[config.mk]
export PLATFORM = sky130hd
export DESIGN_NAME = fifo_uart_tx
export DESIGN_NICKNAME = d
export VERILOG_FILES = /design/src/rtl/uart_pkg.sv /design/src/rtl/uart_baud_gen.sv /design/src/rtl/fifo_uart_tx.sv
export SDC_FILE = /design/constraint.sdc
export NUM_CORES = 1
export LEC_CHECK = 0
export ABC_AREA = 1
export CAP_MARGIN = 20
export CORE_MARGIN = 5
export CORE_UTILIZATION = 62
export CTS_BUF_LIST = sky130_fd_sc_hd__clkbuf_8
export CTS_CLUSTER_DIAMETER = 120
export CTS_CLUSTER_SIZE = 24
export DETAILED_ROUTE_END_ITERATION = 10
export GPL_ROUTABILITY_DRIVEN = 0
export PLACE_DENSITY = 0.95
export SLEW_MARGIN = 20
export SYNTH_ARGS = -nofsm -noshare
export SYNTH_HDL_FRONTEND = slang
export SYNTH_HIERARCHICAL = 1
export SYNTH_SLANG_ARGS = --single-unit
[constraint.sdc]
create_clock -name clk -period 3.6 [get_ports clk]
set_input_delay 0.72 -clock clk [delete_from_list [all_inputs] [get_ports clk]]
set_output_delay 0.72 -clock clk [all_outputs]
set_load 0.02 [all_outputs]
[src/rtl/uart_pkg.sv]
// rtl/uart_pkg.sv - shared state encoding and line levels for the FIFO-fed UART transmitter
package uart_pkg;

   typedef enum logic [2:0] {
      IDLE   = 3'd0,
      FETCH  = 3'd1,
      START  = 3'd2,
      DATA   = 3'd3,
      PARITY = 3'd4,
      STOP   = 3'd5
   } tx_state_t;

   localparam int   UART_DATA_BITS = 8;
   localparam logic UART_START_LVL = 1'b0;
   localparam logic UART_STOP_LVL  = 1'b1;
   localparam logic UART_IDLE_LVL  = 1'b1;

endpackage

[src/rtl/uart_baud_gen.sv]
// rtl/uart_baud_gen.sv - bit-period counter; bit_tick on the last cycle of a bit, bit_tick_next one cycle earlier
module uart_baud_gen #(
   parameter int CLKS_PER_BIT = 434
) (
   input  logic clk,
   input  logic rst,
   input  logic clear,
   output logic bit_tick,
   output logic bit_tick_next
);

   localparam int CNT_WIDTH = $clog2(CLKS_PER_BIT);
   localparam logic [CNT_WIDTH-1:0] CNT_MAX = CNT_WIDTH'(CLKS_PER_BIT - 1);
   localparam logic [CNT_WIDTH-1:0] CNT_PRE = CNT_WIDTH'(CLKS_PER_BIT - 2);

   logic [CNT_WIDTH-1:0] cnt_q;
   logic [CNT_WIDTH-1:0] cnt_d;

   always_comb begin
      cnt_d = cnt_q + CNT_WIDTH'(1);
      if (clear || (cnt_q == CNT_MAX)) begin
         cnt_d = '0;
      end
   end

   always_ff @(posedge clk) begin
      if (rst) begin
         cnt_q <= '0;
      end else begin
         cnt_q <= cnt_d;
      end
   end

   assign bit_tick      = (cnt_q == CNT_MAX) && !clear;
   assign bit_tick_next = (cnt_q == CNT_PRE) && !clear;

endmodule

[src/rtl/fifo_uart_tx.sv]
// rtl/fifo_uart_tx.sv - drains the byte FIFO onto an 8N1 UART line, LSB first
// Define FIFO_UART_TX_PARITY_EN to insert an even-parity bit between data and stop.
module fifo_uart_tx
   import uart_pkg::*;
#(
   parameter int CLKS_PER_BIT = 434
) (
   input  logic       clk,
   input  logic       rst,
   input  logic       tx_en,
   input  logic       fifo_empty,
   input  logic [7:0] fifo_q,
   output logic       fifo_rdreq,
   output logic       tx,
   output logic       busy,
   output logic       tx_done
);

   tx_state_t  state_q, state_d;
   logic [7:0] shift_q, shift_d;
   logic [2:0] bit_idx_q, bit_idx_d;
   logic       tx_q, tx_d;
   logic       rdreq_q, rdreq_d;
   logic       busy_q, busy_d;
   logic       tx_done_q, tx_done_d;
   logic       bit_tick;
   logic       bit_tick_next;
   logic       baud_clear;
`ifdef FIFO_UART_TX_PARITY_EN
   logic       parity_q, parity_d;
`endif

   // Clearing during FETCH makes the first START cycle count 0.
   assign baud_clear = (state_q == FETCH);

   uart_baud_gen #(
      .CLKS_PER_BIT (CLKS_PER_BIT)
   ) u_baud (
      .clk           (clk),
      .rst           (rst),
      .clear         (baud_clear),
      .bit_tick      (bit_tick),
      .bit_tick_next (bit_tick_next)
   );

   always_comb begin
      state_d   = state_q;
      shift_d   = shift_q;
      bit_idx_d = bit_idx_q;
      unique case (state_q)
         IDLE: begin
            if (rdreq_q) state_d = FETCH;
         end
         FETCH: begin
            shift_d   = fifo_q;
            bit_idx_d = '0;
            state_d   = START;
         end
         START: begin
            if (bit_tick) state_d = DATA;
         end
         DATA: begin
            if (bit_tick) begin
               if (bit_idx_q == 3'(UART_DATA_BITS - 1)) begin
`ifdef FIFO_UART_TX_PARITY_EN
                  state_d = PARITY;
`else
                  state_d = STOP;
`endif
               end else begin
                  shift_d   = shift_q >> 1;
                  bit_idx_d = bit_idx_q + 3'd1;
               end
            end
         end
         PARITY: begin
            if (bit_tick) state_d = STOP;
         end
         STOP: begin
            if (bit_tick) state_d = IDLE;
         end
         default: state_d = IDLE;
      endcase
   end

   // Outputs are decoded from the next state so each registered output lines up with state_q.
   // The pop is therefore decided one cycle ahead, which keeps the inter-frame gap at 2 cycles.
   always_comb begin
      rdreq_d   = (state_d == IDLE) && !rdreq_q && tx_en && !fifo_empty;
      busy_d    = (state_d != IDLE);
      tx_done_d = (state_q == STOP) && bit_tick_next;
      tx_d      = UART_IDLE_LVL;
      unique case (state_d)
         START:  tx_d = UART_START_LVL;
         DATA:   tx_d = shift_d[0];
`ifdef FIFO_UART_TX_PARITY_EN
         PARITY: tx_d = parity_q;
`else
         PARITY: tx_d = UART_STOP_LVL;
`endif
         STOP:   tx_d = UART_STOP_LVL;
         default: tx_d = UART_IDLE_LVL;
      endcase
   end

`ifdef FIFO_UART_TX_PARITY_EN
   always_comb begin
      parity_d = parity_q;
      if (state_q == FETCH) parity_d = ^fifo_q;
   end

   always_ff @(posedge clk) begin
      if (rst) begin
         parity_q <= 1'b0;
      end else begin
         parity_q <= parity_d;
      end
   end
`endif

   always_ff @(posedge clk) begin
      if (rst) begin
         state_q   <= IDLE;
         shift_q   <= '0;
         bit_idx_q <= '0;
         tx_q      <= UART_IDLE_LVL;
         rdreq_q   <= 1'b0;
         busy_q    <= 1'b0;
         tx_done_q <= 1'b0;
      end else begin
         state_q   <= state_d;
         shift_q   <= shift_d;
         bit_idx_q <= bit_idx_d;
         tx_q      <= tx_d;
         rdreq_q   <= rdreq_d;
         busy_q    <= busy_d;
         tx_done_q <= tx_done_d;
      end
   end

   assign fifo_rdreq = rdreq_q;
   assign tx         = tx_q;
   assign busy       = busy_q;
   assign tx_done    = tx_done_q;

endmodule

==> run_summary.xml, run 1 <==
<?xml version="1.0" encoding="UTF-8"?>
<metrics>
  <group name="power_and_ir_drop">
    <metric name="power.ir.vdd_worst" unit="mV">0.2313</metric>
    <metric name="leakagePower" unit="nW">0.7113</metric>
    <metric name="power_density" unit="nW/µm²">325.7</metric>
  </group>
  <group name="worst_setup_path">
    <metric name="crit_slowest_cell" unit="">sky130_fd_sc_hd__dfxtp_1</metric>
    <metric name="setup_crit_start_kind" unit="">flip-flop</metric>
    <metric name="critPathMaxFanout" unit="">14</metric>
    <metric name="setup.worst_path.end_class" unit="">flip-flop</metric>
    <metric name="worst_setup_path_startpoint" unit="">state_q[2]</metric>
    <metric name="critical_path.reg2reg.startpoint" unit="">state_q[2]</metric>
    <metric name="timing.setup.critical_path_class" unit="">flip-flop to flip-flop</metric>
    <metric name="cp_data_required_time" unit="ps">3760</metric>
    <metric name="critPathTopFamily" unit="">simple AND/OR/NAND/NOR gates</metric>
    <metric name="crit_path_end" unit="">shift_q[2]</metric>
    <metric name="crit_path_cell_trace" unit="">inv_2 -&gt; nand2_2 -&gt; inv_1 -&gt; nand2_4 -&gt; inv_2 -&gt; nor2_1 -&gt; nand2_2 -&gt; a21oi_4 -&gt; o21ai_0 -&gt; a21oi_1 -&gt; nor2_1</metric>
    <metric name="crit_path_max_incr_delay" unit="ps">470</metric>
    <metric name="worst-endpoint-arrival" unit="ps">2290</metric>
    <metric name="worstPathBufferInverterCount" unit="">3</metric>
    <metric name="r2r-end" unit="">shift_q[2]</metric>
    <metric name="rrSetupSlack" unit="ps">1470</metric>
    <metric name="reg2reg_depth" unit="">11</metric>
    <metric name="path_depth" unit="">11</metric>
  </group>
  <group name="finish">
    <metric name="drive_gt1_share" unit="%">12.50</metric>
    <metric name="finalNonFillerCells" unit="">244</metric>
    <metric name="num_antenna_cells" unit="">0</metric>
    <metric name="area_delta_synth_final" unit="%">15.21</metric>
    <metric name="nets" unit="">234</metric>
    <metric name="final_cell_area" unit="µm²">1630</metric>
  </group>
  <group name="detailed_routing">
    <metric name="num_vias" unit="">1183</metric>
    <metric name="drt_pre_antenna_iters" unit="">4</metric>
    <metric name="detail-route-antenna-nets" unit="">0</metric>
    <metric name="wire_per_inst" unit="µm">10.39</metric>
    <metric name="drc" unit="">0</metric>
    <metric name="drt_first_iter_violations" unit="">30</metric>
    <metric name="routed_wl" unit="mm">2.534</metric>
    <metric name="mean_number_of_vias_per_cell" unit="">4.848</metric>
  </group>
  <group name="clock_tree">
    <metric name="cts.hold.buffers_added" unit="">0</metric>
    <metric name="htree_levels" unit="">1</metric>
    <metric name="numCtsBuffers" unit="">3</metric>
    <metric name="tritoncts_clock_tree" unit="">yes</metric>
    <metric name="worst_setup_hold_path_clk_slew" unit="ps">90</metric>
    <metric name="clkSinkCount" unit="">27</metric>
    <metric name="cts-root-buf" unit="">sky130_fd_sc_hd__clkbuf_8</metric>
    <metric name="cts_setup_buffers" unit="">0</metric>
    <metric name="ctsLongestPathBuffers" unit="">2</metric>
    <metric name="ctsResizeCount" unit="">0</metric>
    <metric name="clock_latency" unit="ps">270</metric>
  </group>
  <group name="floorplan">
    <metric name="floorplan.initialDensity" unit="%">64.59</metric>
    <metric name="core_region_area" unit="µm²">2191</metric>
    <metric name="dieArea" unit="µm²">3338</metric>
    <metric name="fp-row-count" unit="">17</metric>
    <metric name="dieWidth" unit="µm">57.78</metric>
    <metric name="floorplan.io_pins" unit="">16</metric>
    <metric name="die_height" unit="µm">57.78</metric>
  </group>
  <group name="timing">
    <metric name="finalCriticalPeriod" unit="ps">2126</metric>
    <metric name="final.setup.tns" unit="ps">0</metric>
    <metric name="worstMarginPinSlew" unit="ps">353.8</metric>
    <metric name="hold_slack" unit="ps">474.3</metric>
    <metric name="maxSlewViolCount" unit="">0</metric>
    <metric name="timing.max_slew.rel_slack" unit="%">76.34</metric>
    <metric name="post-route-period-util" unit="%">59.05</metric>
    <metric name="clock_skew" unit="ps">2.557</metric>
    <metric name="report.final.setup_viol" unit="">0</metric>
    <metric name="timing.final.hold_violations" unit="">0</metric>
    <metric name="grt_setup_unrepaired" unit="">no</metric>
    <metric name="fmax" unit="MHz">470.4</metric>
  </group>
  <group name="yosys">
    <metric name="mappedNetlistArea" unit="µm²">1415</metric>
    <metric name="yosys_top_cell_by_area" unit="">sky130_fd_sc_hd__dfxtp_1</metric>
    <metric name="synthesis.nets" unit="">216</metric>
    <metric name="ys.warnings.count" unit="">6</metric>
    <metric name="netlist-cell-type-count" unit="">26</metric>
    <metric name="synthesis.instances" unit="">199</metric>
    <metric name="yosys.area.top_type_share" unit="%">38.20</metric>
    <metric name="synth.area.top_cells" unit="">sky130_fd_sc_hd__dfxtp_1, sky130_fd_sc_hd__nand2_1, sky130_fd_sc_hd__nor2_1</metric>
    <metric name="synth-seq-area-share" unit="%">38.20</metric>
    <metric name="synth.ff_latch_count" unit="">27</metric>
    <metric name="synth_area_per_cell" unit="µm²">7.111</metric>
  </group>
  <group name="place">
    <metric name="place.port_buffers" unit="">15</metric>
    <metric name="hpwl" unit="mm">1.945</metric>
    <metric name="place.detailed.instances" unit="">240</metric>
    <metric name="dpl-instance-area" unit="µm²">1585</metric>
  </group>
  <group name="worst_hold_path">
    <metric name="min-delay-path-class" unit="">flip-flop to flip-flop</metric>
  </group>
  <group name="global_routing">
    <metric name="global_route.usage.total" unit="%">15.75</metric>
    <metric name="vias_in_the_first_global_route" unit="">1001</metric>
    <metric name="antenna_found_initial" unit="">0</metric>
    <metric name="grt_pass1_wl" unit="mm">4.160</metric>
    <metric name="grt_remaining_overflow" unit="">0</metric>
    <metric name="grt_max_degree" unit="">15</metric>
  </group>
  <group name="run_status">
    <metric name="status" unit="">completed</metric>
  </group>
  <group name="job">
    <metric name="cap_violations" unit="">0</metric>
  </group>
</metrics>
where the power goes:
part,internal (W),total [W],switching [W]
logic,0.0000250,0.0000515,0.0000266
registers,0.000307,0.000314,0.00000740
clock network,0.0000763,0.000165,0.0000889
final cells by class:
cell class / instances / area [µm²]
multi-input combinational: 138 / 739.5
fill: 174 / 560.5
sequential: 27 / 540.5
timing repair buffer: 15 / 150.1
inverter: 32 / 120.1
clock buffer: 3 / 41.29
tap: 28 / 35.03
clock inverter: 1 / 3.754
stage by stage:
stage | util [%] | total power (W) | setup WS, ps
6_report | 74.41 | 0.0005309 | 1474
5_1_grt | 74.41 | 0.0005575 | 1258
4_1_cts | 74.41 | 0.0005353 | 1481
3_5_place_dp | 72.36 | 0.0003730 | 1535
3_3_place_gp | 72.36 | 0.0003718 | 1641
2_1_floorplan | - | 0.0003516 | 1796
cells in the final DEF (no fill, tap or decap), types with 5 or more instances in the layout:
master / n
sky130_fd_sc_hd__a21oi_1: 7
sky130_fd_sc_hd__nand3_1: 11
sky130_fd_sc_hd__inv_1: 30
sky130_fd_sc_hd__a21oi_2: 8
sky130_fd_sc_hd__nor2_1: 31
sky130_fd_sc_hd__nand2_2: 6
sky130_fd_sc_hd__clkdlybuf4s50_1: 15
sky130_fd_sc_hd__o21ai_0: 13
sky130_fd_sc_hd__ha_1: 5
sky130_fd_sc_hd__nand2_1: 41
sky130_fd_sc_hd__dfxtp_1: 27
flip-flops by register name (all words and copies together) (netlist names):
register / count
u_baud/cnt_q: 9
shift_q: 8
bit_idx_q: 3
state_q: 3
busy: 1
fifo_rdreq: 1
tx: 1
tx_done: 1
cells in the mapped netlist (all sizes together):
master	instances
nand3	11
nor2	35
nand2	49
a31oi	1
nand3b	1
a21oi	16
nor3	1
nand4	2
buf	1
xor2	1
inv	32
ha	5
clkbuf	1
dfxtp	27
o21bai	1
o21ai	14
xnor2	1
worst reg2reg max path, delay by kind of cell, from the launching register on:
kind	cells	cell delay, ps
AND/OR/NAND/NOR	5	720
AO/OA/AOI/OAI	3	600
flip-flops	1	470
buffers and inverters	3	240
cell families after synthesis:
family,Yosys count,share of synthesized area [%]
xor gates and xnor gates,2,1.238
AOI/OAI and AO/OA,32,14.50
adders and majority gates,5,4.421
buffers and inverters,34,9.548
DFF,27,38.20
and+or+nand+nor,99,32.10
metal layers:
metal | track usage (%) | vias to the layer above | part of all wire [%]
met1 | 20.60 | 509 | 51
li1 | - | 649 | -
met5 | 0 | - | 0
met4 | 6.954 | 0 | 1.1
met2 | 24.35 | 21 | 44
met3 | 4.009 | 4 | 4.0
worst min-delay path by stage:
stage	startpoint	endpoint	slack, ps	cells after the start
after floorplan	shift_q[7]	shift_q[7]	440	2
after global placement	shift_q[7]	shift_q[7]	460	2
after detailed placement	shift_q[7]	shift_q[7]	460	2
after CTS	shift_q[7]	shift_q[7]	480	2
after global routing	shift_q[7]	shift_q[7]	500	2
final	shift_q[7]	shift_q[7]	470	2
Power figures use the tool's default switching activity.
==> inputs of run 2 (changes only) <==
- CORE_UTILIZATION: 62 -> 52
- PLACE_DENSITY: 0.95 -> 0.87
- clock period: 3.6 -> 1.8 ns (I/O delays scaled with it)
==> run 2 against run 1 <==
Compared with the run above:
- critical path depth grew 1
- global-route usage decreased by 1.4 points
- non-clock buffer count rose by 10
==> run_summary.xml, run 2 (synthesis gave the netlist of run 1 again) <==
<?xml version="1.0" encoding="UTF-8"?>
<metrics>
  <group name="global_routing">
    <metric name="groute.layer.met1.usage" unit="%">18.60</metric>
    <metric name="grtUsageMet2" unit="%">23.06</metric>
    <metric name="grt_pass1_wl" unit="mm">4.740</metric>
    <metric name="vias_in_the_first_global_route" unit="">1166</metric>
    <metric name="grt_remaining_overflow" unit="">0</metric>
    <metric name="grt_max_degree" unit="">17</metric>
    <metric name="global_route.usage.total" unit="%">14.34</metric>
    <metric name="grt-busiest-layer" unit="">met2</metric>
    <metric name="met3_usage" unit="%">2.883</metric>
    <metric name="antenna_found_initial" unit="">0</metric>
  </group>
  <group name="finish">
    <metric name="largest_reg_flops" unit="">9</metric>
    <metric name="fillers" unit="">210</metric>
    <metric name="largest_registers" unit="">u_baud/cnt_q (9), shift_q (8)</metric>
    <metric name="multi_input_comb_area" unit="µm²">749.5</metric>
    <metric name="nets" unit="">244</metric>
    <metric name="drive_gt1_share" unit="%">19.03</metric>
    <metric name="register_area" unit="µm²">544.3</metric>
    <metric name="most-common-layout-cells" unit="">sky130_fd_sc_hd__nand2_1, sky130_fd_sc_hd__nor2_1, sky130_fd_sc_hd__inv_1</metric>
    <metric name="regMostFlops" unit="">u_baud/cnt_q</metric>
    <metric name="layout_commonest_cell" unit="">sky130_fd_sc_hd__nand2_1</metric>
    <metric name="area_delta_synth_final" unit="%">23.08</metric>
    <metric name="num_antenna_cells" unit="">0</metric>
  </group>
  <group name="floorplan">
    <metric name="dieWidth" unit="µm">62.17</metric>
    <metric name="core_region_area" unit="µm²">2686</metric>
    <metric name="fp-row-count" unit="">19</metric>
    <metric name="dieArea" unit="µm²">3864</metric>
    <metric name="die_height" unit="µm">62.17</metric>
    <metric name="floorplan.initialDensity" unit="%">52.68</metric>
    <metric name="floorplan.io_pins" unit="">16</metric>
  </group>
  <group name="clock_tree">
    <metric name="htree_levels" unit="">1</metric>
    <metric name="clock_latency" unit="ps">270</metric>
    <metric name="clkSinkCount" unit="">27</metric>
    <metric name="cts-root-buf" unit="">sky130_fd_sc_hd__clkbuf_8</metric>
    <metric name="numCtsBuffers" unit="">3</metric>
    <metric name="tritoncts_clock_tree" unit="">yes</metric>
    <metric name="worst_setup_hold_path_clk_slew" unit="ps">100</metric>
    <metric name="ctsLongestPathBuffers" unit="">2</metric>
  </group>
  <group name="detailed_routing">
    <metric name="mean_number_of_vias_per_cell" unit="">4.946</metric>
    <metric name="drc" unit="">0</metric>
    <metric name="drt_pre_antenna_iters" unit="">4</metric>
    <metric name="num_vias" unit="">1271</metric>
    <metric name="wire_per_inst" unit="µm">10.87</metric>
    <metric name="drt_first_iter_violations" unit="">48</metric>
    <metric name="routed_wl" unit="mm">2.794</metric>
    <metric name="detail-route-antenna-nets" unit="">0</metric>
  </group>
  <group name="timing">
    <metric name="report.final.setup_viol" unit="">0</metric>
    <metric name="worstMarginPinSlew" unit="ps">300.3</metric>
    <metric name="timing.max_slew.rel_slack" unit="%">79.92</metric>
    <metric name="post-route-period-util" unit="%">93.73</metric>
    <metric name="maxSlewViolCount" unit="">0</metric>
    <metric name="finalCriticalPeriod" unit="ps">1687</metric>
    <metric name="fmax" unit="MHz">592.7</metric>
    <metric name="final.setup.tns" unit="ps">0</metric>
    <metric name="hold_slack" unit="ps">471.7</metric>
    <metric name="clock_skew" unit="ps">5.506</metric>
    <metric name="timing.final.hold_violations" unit="">0</metric>
  </group>
  <group name="job">
    <metric name="cap_violations" unit="">0</metric>
  </group>
  <group name="worst_hold_path">
    <metric name="startpoint_of_the_lowest_slack_hold_path" unit="">shift_q[7]</metric>
    <metric name="min-delay-path-class" unit="">flip-flop to flip-flop</metric>
  </group>
  <group name="run_status">
    <metric name="status" unit="">completed</metric>
  </group>
  <group name="worst_setup_path">
    <metric name="critPathMaxFanout" unit="">11</metric>
    <metric name="crit_path_cell_trace" unit="">inv_1 -&gt; ha_1 -&gt; nand2_1 -&gt; nor2_1 -&gt; nand2_2 -&gt; nor2_4 -&gt; nand2_2 -&gt; a21oi_4 -&gt; buf_12 -&gt; o21ai_0 -&gt; a21oi_1 -&gt; nor2_1</metric>
    <metric name="crit_path_max_incr_delay" unit="ps">340</metric>
    <metric name="setup_crit_start_kind" unit="">flip-flop</metric>
    <metric name="crit_slowest_cell" unit="">sky130_fd_sc_hd__dfxtp_2</metric>
    <metric name="setup.worst_path.end_class" unit="">flip-flop</metric>
    <metric name="critical_path.reg2reg.startpoint" unit="">u_baud/cnt_q[1]</metric>
    <metric name="worst_setup_path_startpoint" unit="">u_baud/cnt_q[1]</metric>
    <metric name="cp_data_required_time" unit="ps">1980</metric>
    <metric name="timing.setup.critical_path_class" unit="">flip-flop to flip-flop</metric>
    <metric name="worst-endpoint-arrival" unit="ps">1860</metric>
  </group>
  <group name="power_and_ir_drop">
    <metric name="leakagePower" unit="nW">0.7621</metric>
    <metric name="power.ir.vdd_worst" unit="mV">0.4923</metric>
    <metric name="power_density" unit="nW/µm²">630.0</metric>
  </group>
  <group name="place">
    <metric name="place.port_buffers" unit="">15</metric>
    <metric name="hpwl" unit="mm">2.031</metric>
  </group>
</metrics>
## run 2: critical path, delay by kind of cell (launching register included)
kind,cells,cell delay (ps)
AO/OA/AOI/OAI,3,380
flip-flops,1,340
buffers and inverters,2,210
AND/OR/NAND/NOR,6,490
adder cells (fa/ha/maj),1,150
## run 2: power breakdown
group          switching (W)  internal, W
sequential         0.0000115     0.000614
clock               0.000193     0.000157
combinational      0.0000620    0.0000591
total               0.000267     0.000831
## run 2: path summary, 6_finish.rpt
kind         depth (start not counted)    endpoint  slack [ps]
max                                 12  shift_q[6]         110
max reg2reg                         12  shift_q[6]         110
min reg2reg                          2  shift_q[7]         470
min                                  2  shift_q[7]         470
## run 2: stage by stage
stage	util, %	std cells	setup WS [ps]	power (W)	cell area (µm²)
after floorplan	-	199	62.32	0.0007033	1418
after global placement	60.92	249	112.2	0.0007504	1637
after detailed placement	60.92	249	21.32	0.0007536	1637
after CTS	63.76	255	39.40	0.001101	1713
after global routing	64.83	257	-12.87	0.001147	1742
final	64.83	257	112.8	0.001097	1742
## run 2: metal layers
| metal | share of wire, % | routed length, µm |
|---|---|---|
| met1 | 49 | 1371 |
| met5 | 0 | 0 |
| met3 | 3.2 | 89 |
| met2 | 47 | 1302 |
| met4 | 1.1 | 31 |
## run 2: layout make-up
class	instances	area share (%)
Tap cell	31	2.227
Sequential cell	27	31.25
Timing Repair Buffer	25	13.65
Clock buffer	3	2.371
Inverter	32	7.040
Clock inverter	1	0.4310
Multi-Input combinational cell	138	43.03
## run 2: timing repair
action	in CTS	in global routing
setup endpoints to repair	3	11
buffers inserted	2	2
pin swaps	1	3
gates resized for setup	0	6
hold buffers	0	0
==> inputs of run 3 (changes only) <==
- CAP_MARGIN: 20 -> not set
- CORE_MARGIN: 5 -> 8
- PLACE_DENSITY: 0.87 -> 0.78
==> run 3 against run 2 <==
Compared with the run above:
- die area rose by 20%
- utilization rose by 0.11 points
- clock skew fell by 3.4 ps
- non-clock buffer count shrank 2
- global-route usage fell by 2.0 points
- final cell count fell by 0.39%
- sequential share of layout area up 0.23 points
- sequential cell count unchanged
- wire length shrank 3.1%
- clock power shrank 7.4%
- via count fell by 1.6%
- highest routed layer unchanged
==> run_summary.xml, run 3 (synthesis gave the netlist of run 1 again) <==
<?xml version="1.0" encoding="UTF-8"?>
<metrics>
  <group name="finish">
    <metric name="nets" unit="">243</metric>
    <metric name="fillers" unit="">246</metric>
    <metric name="largest_registers" unit="">u_baud/cnt_q (9), shift_q (8)</metric>
    <metric name="layout_commonest_cell" unit="">sky130_fd_sc_hd__nand2_1</metric>
    <metric name="fin_util" unit="%">64.94</metric>
    <metric name="most-common-layout-cells" unit="">sky130_fd_sc_hd__nand2_1, sky130_fd_sc_hd__inv_1, sky130_fd_sc_hd__nor2_1</metric>
    <metric name="regMostFlops" unit="">u_baud/cnt_q</metric>
    <metric name="drive_gt1_share" unit="%">19.11</metric>
    <metric name="largest_reg_flops" unit="">9</metric>
    <metric name="area_delta_synth_final" unit="%">22.19</metric>
    <metric name="num_antenna_cells" unit="">0</metric>
    <metric name="final_cell_area" unit="µm²">1729</metric>
  </group>
  <group name="worst_setup_path">
    <metric name="crit_path_cell_trace" unit="">inv_2 -&gt; nand2_4 -&gt; inv_1 -&gt; nand2_4 -&gt; inv_4 -&gt; nor2_4 -&gt; buf_4 -&gt; nand2_1 -&gt; inv_1 -&gt; nand2_1 -&gt; nand2_2 -&gt; buf_4 -&gt; nor2_1 -&gt; nand2_1</metric>
    <metric name="crit_path_max_incr_delay" unit="ps">320</metric>
    <metric name="cp_data_required_time" unit="ps">1960</metric>
    <metric name="critPathTopFamily" unit="">simple AND/OR/NAND/NOR gates</metric>
    <metric name="setup.worst_path.end_class" unit="">flip-flop</metric>
    <metric name="timing.setup.critical_path_class" unit="">flip-flop to flip-flop</metric>
    <metric name="crit_slowest_cell" unit="">sky130_fd_sc_hd__dfxtp_1</metric>
    <metric name="critPathMaxFanout" unit="">7</metric>
    <metric name="worst-endpoint-arrival" unit="ps">1790</metric>
    <metric name="worstPathBufferInverterCount" unit="">6</metric>
    <metric name="most_numerous_cell_on_the_critical_path" unit="">sky130_fd_sc_hd__nand2_1</metric>
    <metric name="setup_crit_start_kind" unit="">flip-flop</metric>
  </group>
  <group name="detailed_routing">
    <metric name="drt_pre_antenna_iters" unit="">4</metric>
    <metric name="mean_number_of_vias_per_cell" unit="">4.887</metric>
    <metric name="detail-route-antenna-nets" unit="">0</metric>
    <metric name="num_vias" unit="">1251</metric>
    <metric name="wire_per_inst" unit="µm">10.57</metric>
    <metric name="drt_first_iter_violations" unit="">76</metric>
    <metric name="routed_wl" unit="mm">2.707</metric>
    <metric name="drc" unit="">0</metric>
  </group>
  <group name="timing">
    <metric name="fmax" unit="MHz">617.0</metric>
    <metric name="report.final.setup_viol" unit="">0</metric>
    <metric name="clock_skew" unit="ps">2.114</metric>
    <metric name="timing.max_slew.rel_slack" unit="%">82.11</metric>
    <metric name="worstMarginPinSlew" unit="ps">268.3</metric>
    <metric name="post-route-period-util" unit="%">90.05</metric>
    <metric name="timing.final.hold_violations" unit="">0</metric>
    <metric name="maxSlewViolCount" unit="">0</metric>
    <metric name="finalWorstSetupSlack" unit="ps">179.2</metric>
    <metric name="finalCriticalPeriod" unit="ps">1621</metric>
  </group>
  <group name="floorplan">
    <metric name="die_height" unit="µm">68.17</metric>
    <metric name="floorplan.io_pins" unit="">16</metric>
    <metric name="dieArea" unit="µm²">4646</metric>
    <metric name="dieWidth" unit="µm">68.17</metric>
    <metric name="floorplan.initialDensity" unit="%">53.15</metric>
    <metric name="fp-row-count" unit="">19</metric>
    <metric name="core_region_area" unit="µm²">2663</metric>
  </group>
  <group name="place">
    <metric name="dpl-instance-area" unit="µm²">1629</metric>
    <metric name="place.port_buffers" unit="">15</metric>
    <metric name="dp_worst_setup_slack" unit="ps">57.19</metric>
    <metric name="hpwl" unit="mm">2.020</metric>
  </group>
  <group name="run_status">
    <metric name="status" unit="">completed</metric>
  </group>
  <group name="power_and_ir_drop">
    <metric name="power_density" unit="nW/µm²">618.9</metric>
    <metric name="report.power.total" unit="W">0.001070</metric>
    <metric name="power.ir.vdd_worst" unit="mV">0.5711</metric>
    <metric name="leakagePower" unit="nW">0.7577</metric>
  </group>
  <group name="clock_tree">
    <metric name="htree_levels" unit="">1</metric>
    <metric name="tritoncts_clock_tree" unit="">yes</metric>
    <metric name="clkSinkCount" unit="">27</metric>
    <metric name="clock_latency" unit="ps">260</metric>
    <metric name="worst_setup_hold_path_clk_slew" unit="ps">90</metric>
    <metric name="ctsLongestPathBuffers" unit="">2</metric>
    <metric name="cts-root-buf" unit="">sky130_fd_sc_hd__clkbuf_8</metric>
    <metric name="numCtsBuffers" unit="">3</metric>
    <metric name="cts.hold.buffers_added" unit="">0</metric>
  </group>
  <group name="worst_hold_path">
    <metric name="min-delay-path-class" unit="">flip-flop to flip-flop</metric>
  </group>
  <group name="global_routing">
    <metric name="grt_remaining_overflow" unit="">0</metric>
    <metric name="antenna_found_initial" unit="">0</metric>
    <metric name="grt_max_degree" unit="">15</metric>
    <metric name="grt_pass1_wl" unit="mm">4.581</metric>
    <metric name="vias_in_the_first_global_route" unit="">1172</metric>
    <metric name="global_route.usage.total" unit="%">12.38</metric>
  </group>
  <group name="job">
    <metric name="cap_violations" unit="">0</metric>
  </group>
</metrics>
==> run 3: area by class of cell <==
class / count / area [µm²] / area share (%)
multi-input cells: 139 / 768.2 / 44.43
flip-flops and latches: 27 / 544.3 / 31.48
repair buffers: 23 / 210.2 / 12.16
inverters: 32 / 122.6 / 7.091
clock buffers: 3 / 41.29 / 2.388
well taps: 31 / 38.79 / 2.243
clock inverters: 1 / 3.754 / 0.2171
==> run 3: timing repair <==
| action | CTS | global route |
|---|---|---|
| endpoints found under the setup margin | 0 | 13 |
| gates resized for setup | 0 | 9 |
| setup buffers | 0 | 3 |
==> run 3: worst register-to-register path, stage by stage (launching register included) <==
cell and delay, ps:
sky130_fd_sc_hd__dfxtp_1 320, sky130_fd_sc_hd__inv_2 100, sky130_fd_sc_hd__nand2_4 80, sky130_fd_sc_hd__inv_1 100, sky130_fd_sc_hd__nand2_4 90, sky130_fd_sc_hd__inv_4 90, sky130_fd_sc_hd__nor2_4 40, sky130_fd_sc_hd__buf_4 130
sky130_fd_sc_hd__nand2_1 90, sky130_fd_sc_hd__inv_1 40, sky130_fd_sc_hd__nand2_1 70, sky130_fd_sc_hd__nand2_2 70, sky130_fd_sc_hd__buf_4 130, sky130_fd_sc_hd__nor2_1 100, sky130_fd_sc_hd__nand2_1 60
==> run 3: final timing paths <==
check / start / slack, ps / end / cells past startpoint
min reg2reg: u_baud/cnt_q[0] / 460 / u_baud/cnt_q[0] / 1
max reg2reg: state_q[2] / 180 / tx / 14
max: state_q[2] / 180 / tx / 14
min: u_baud/cnt_q[0] / 460 / u_baud/cnt_q[0] / 1
==> run 3: where the power goes <==
part / internal (W) / switching, W / total (W) / leakage, nW
logic: 0.0000591 / 0.0000604 / 0.000120 / 0.511
registers: 0.000615 / 0.0000115 / 0.000626 / 0.220
clock network: 0.000152 / 0.000172 / 0.000324 / 0.0269
==> run 3: per-layer routing <==
metal	global-route usage [%]	part of all wire, %
met1	15.01	50
met2	20.40	45
met3	2.455	3.5
met4	6.138	1.9
met5	0	0
==> run 3: metrics by stage <==
step	cells	TNS [ps]	hold WS [ps]
6_report	256	0	458.4
5_1_grt	256	-4.883	471.7
4_1_cts	252	0	480.6
3_5_place_dp	248	0	468.2
3_3_place_gp	248	0	453.9
2_1_floorplan	199	0	439.6
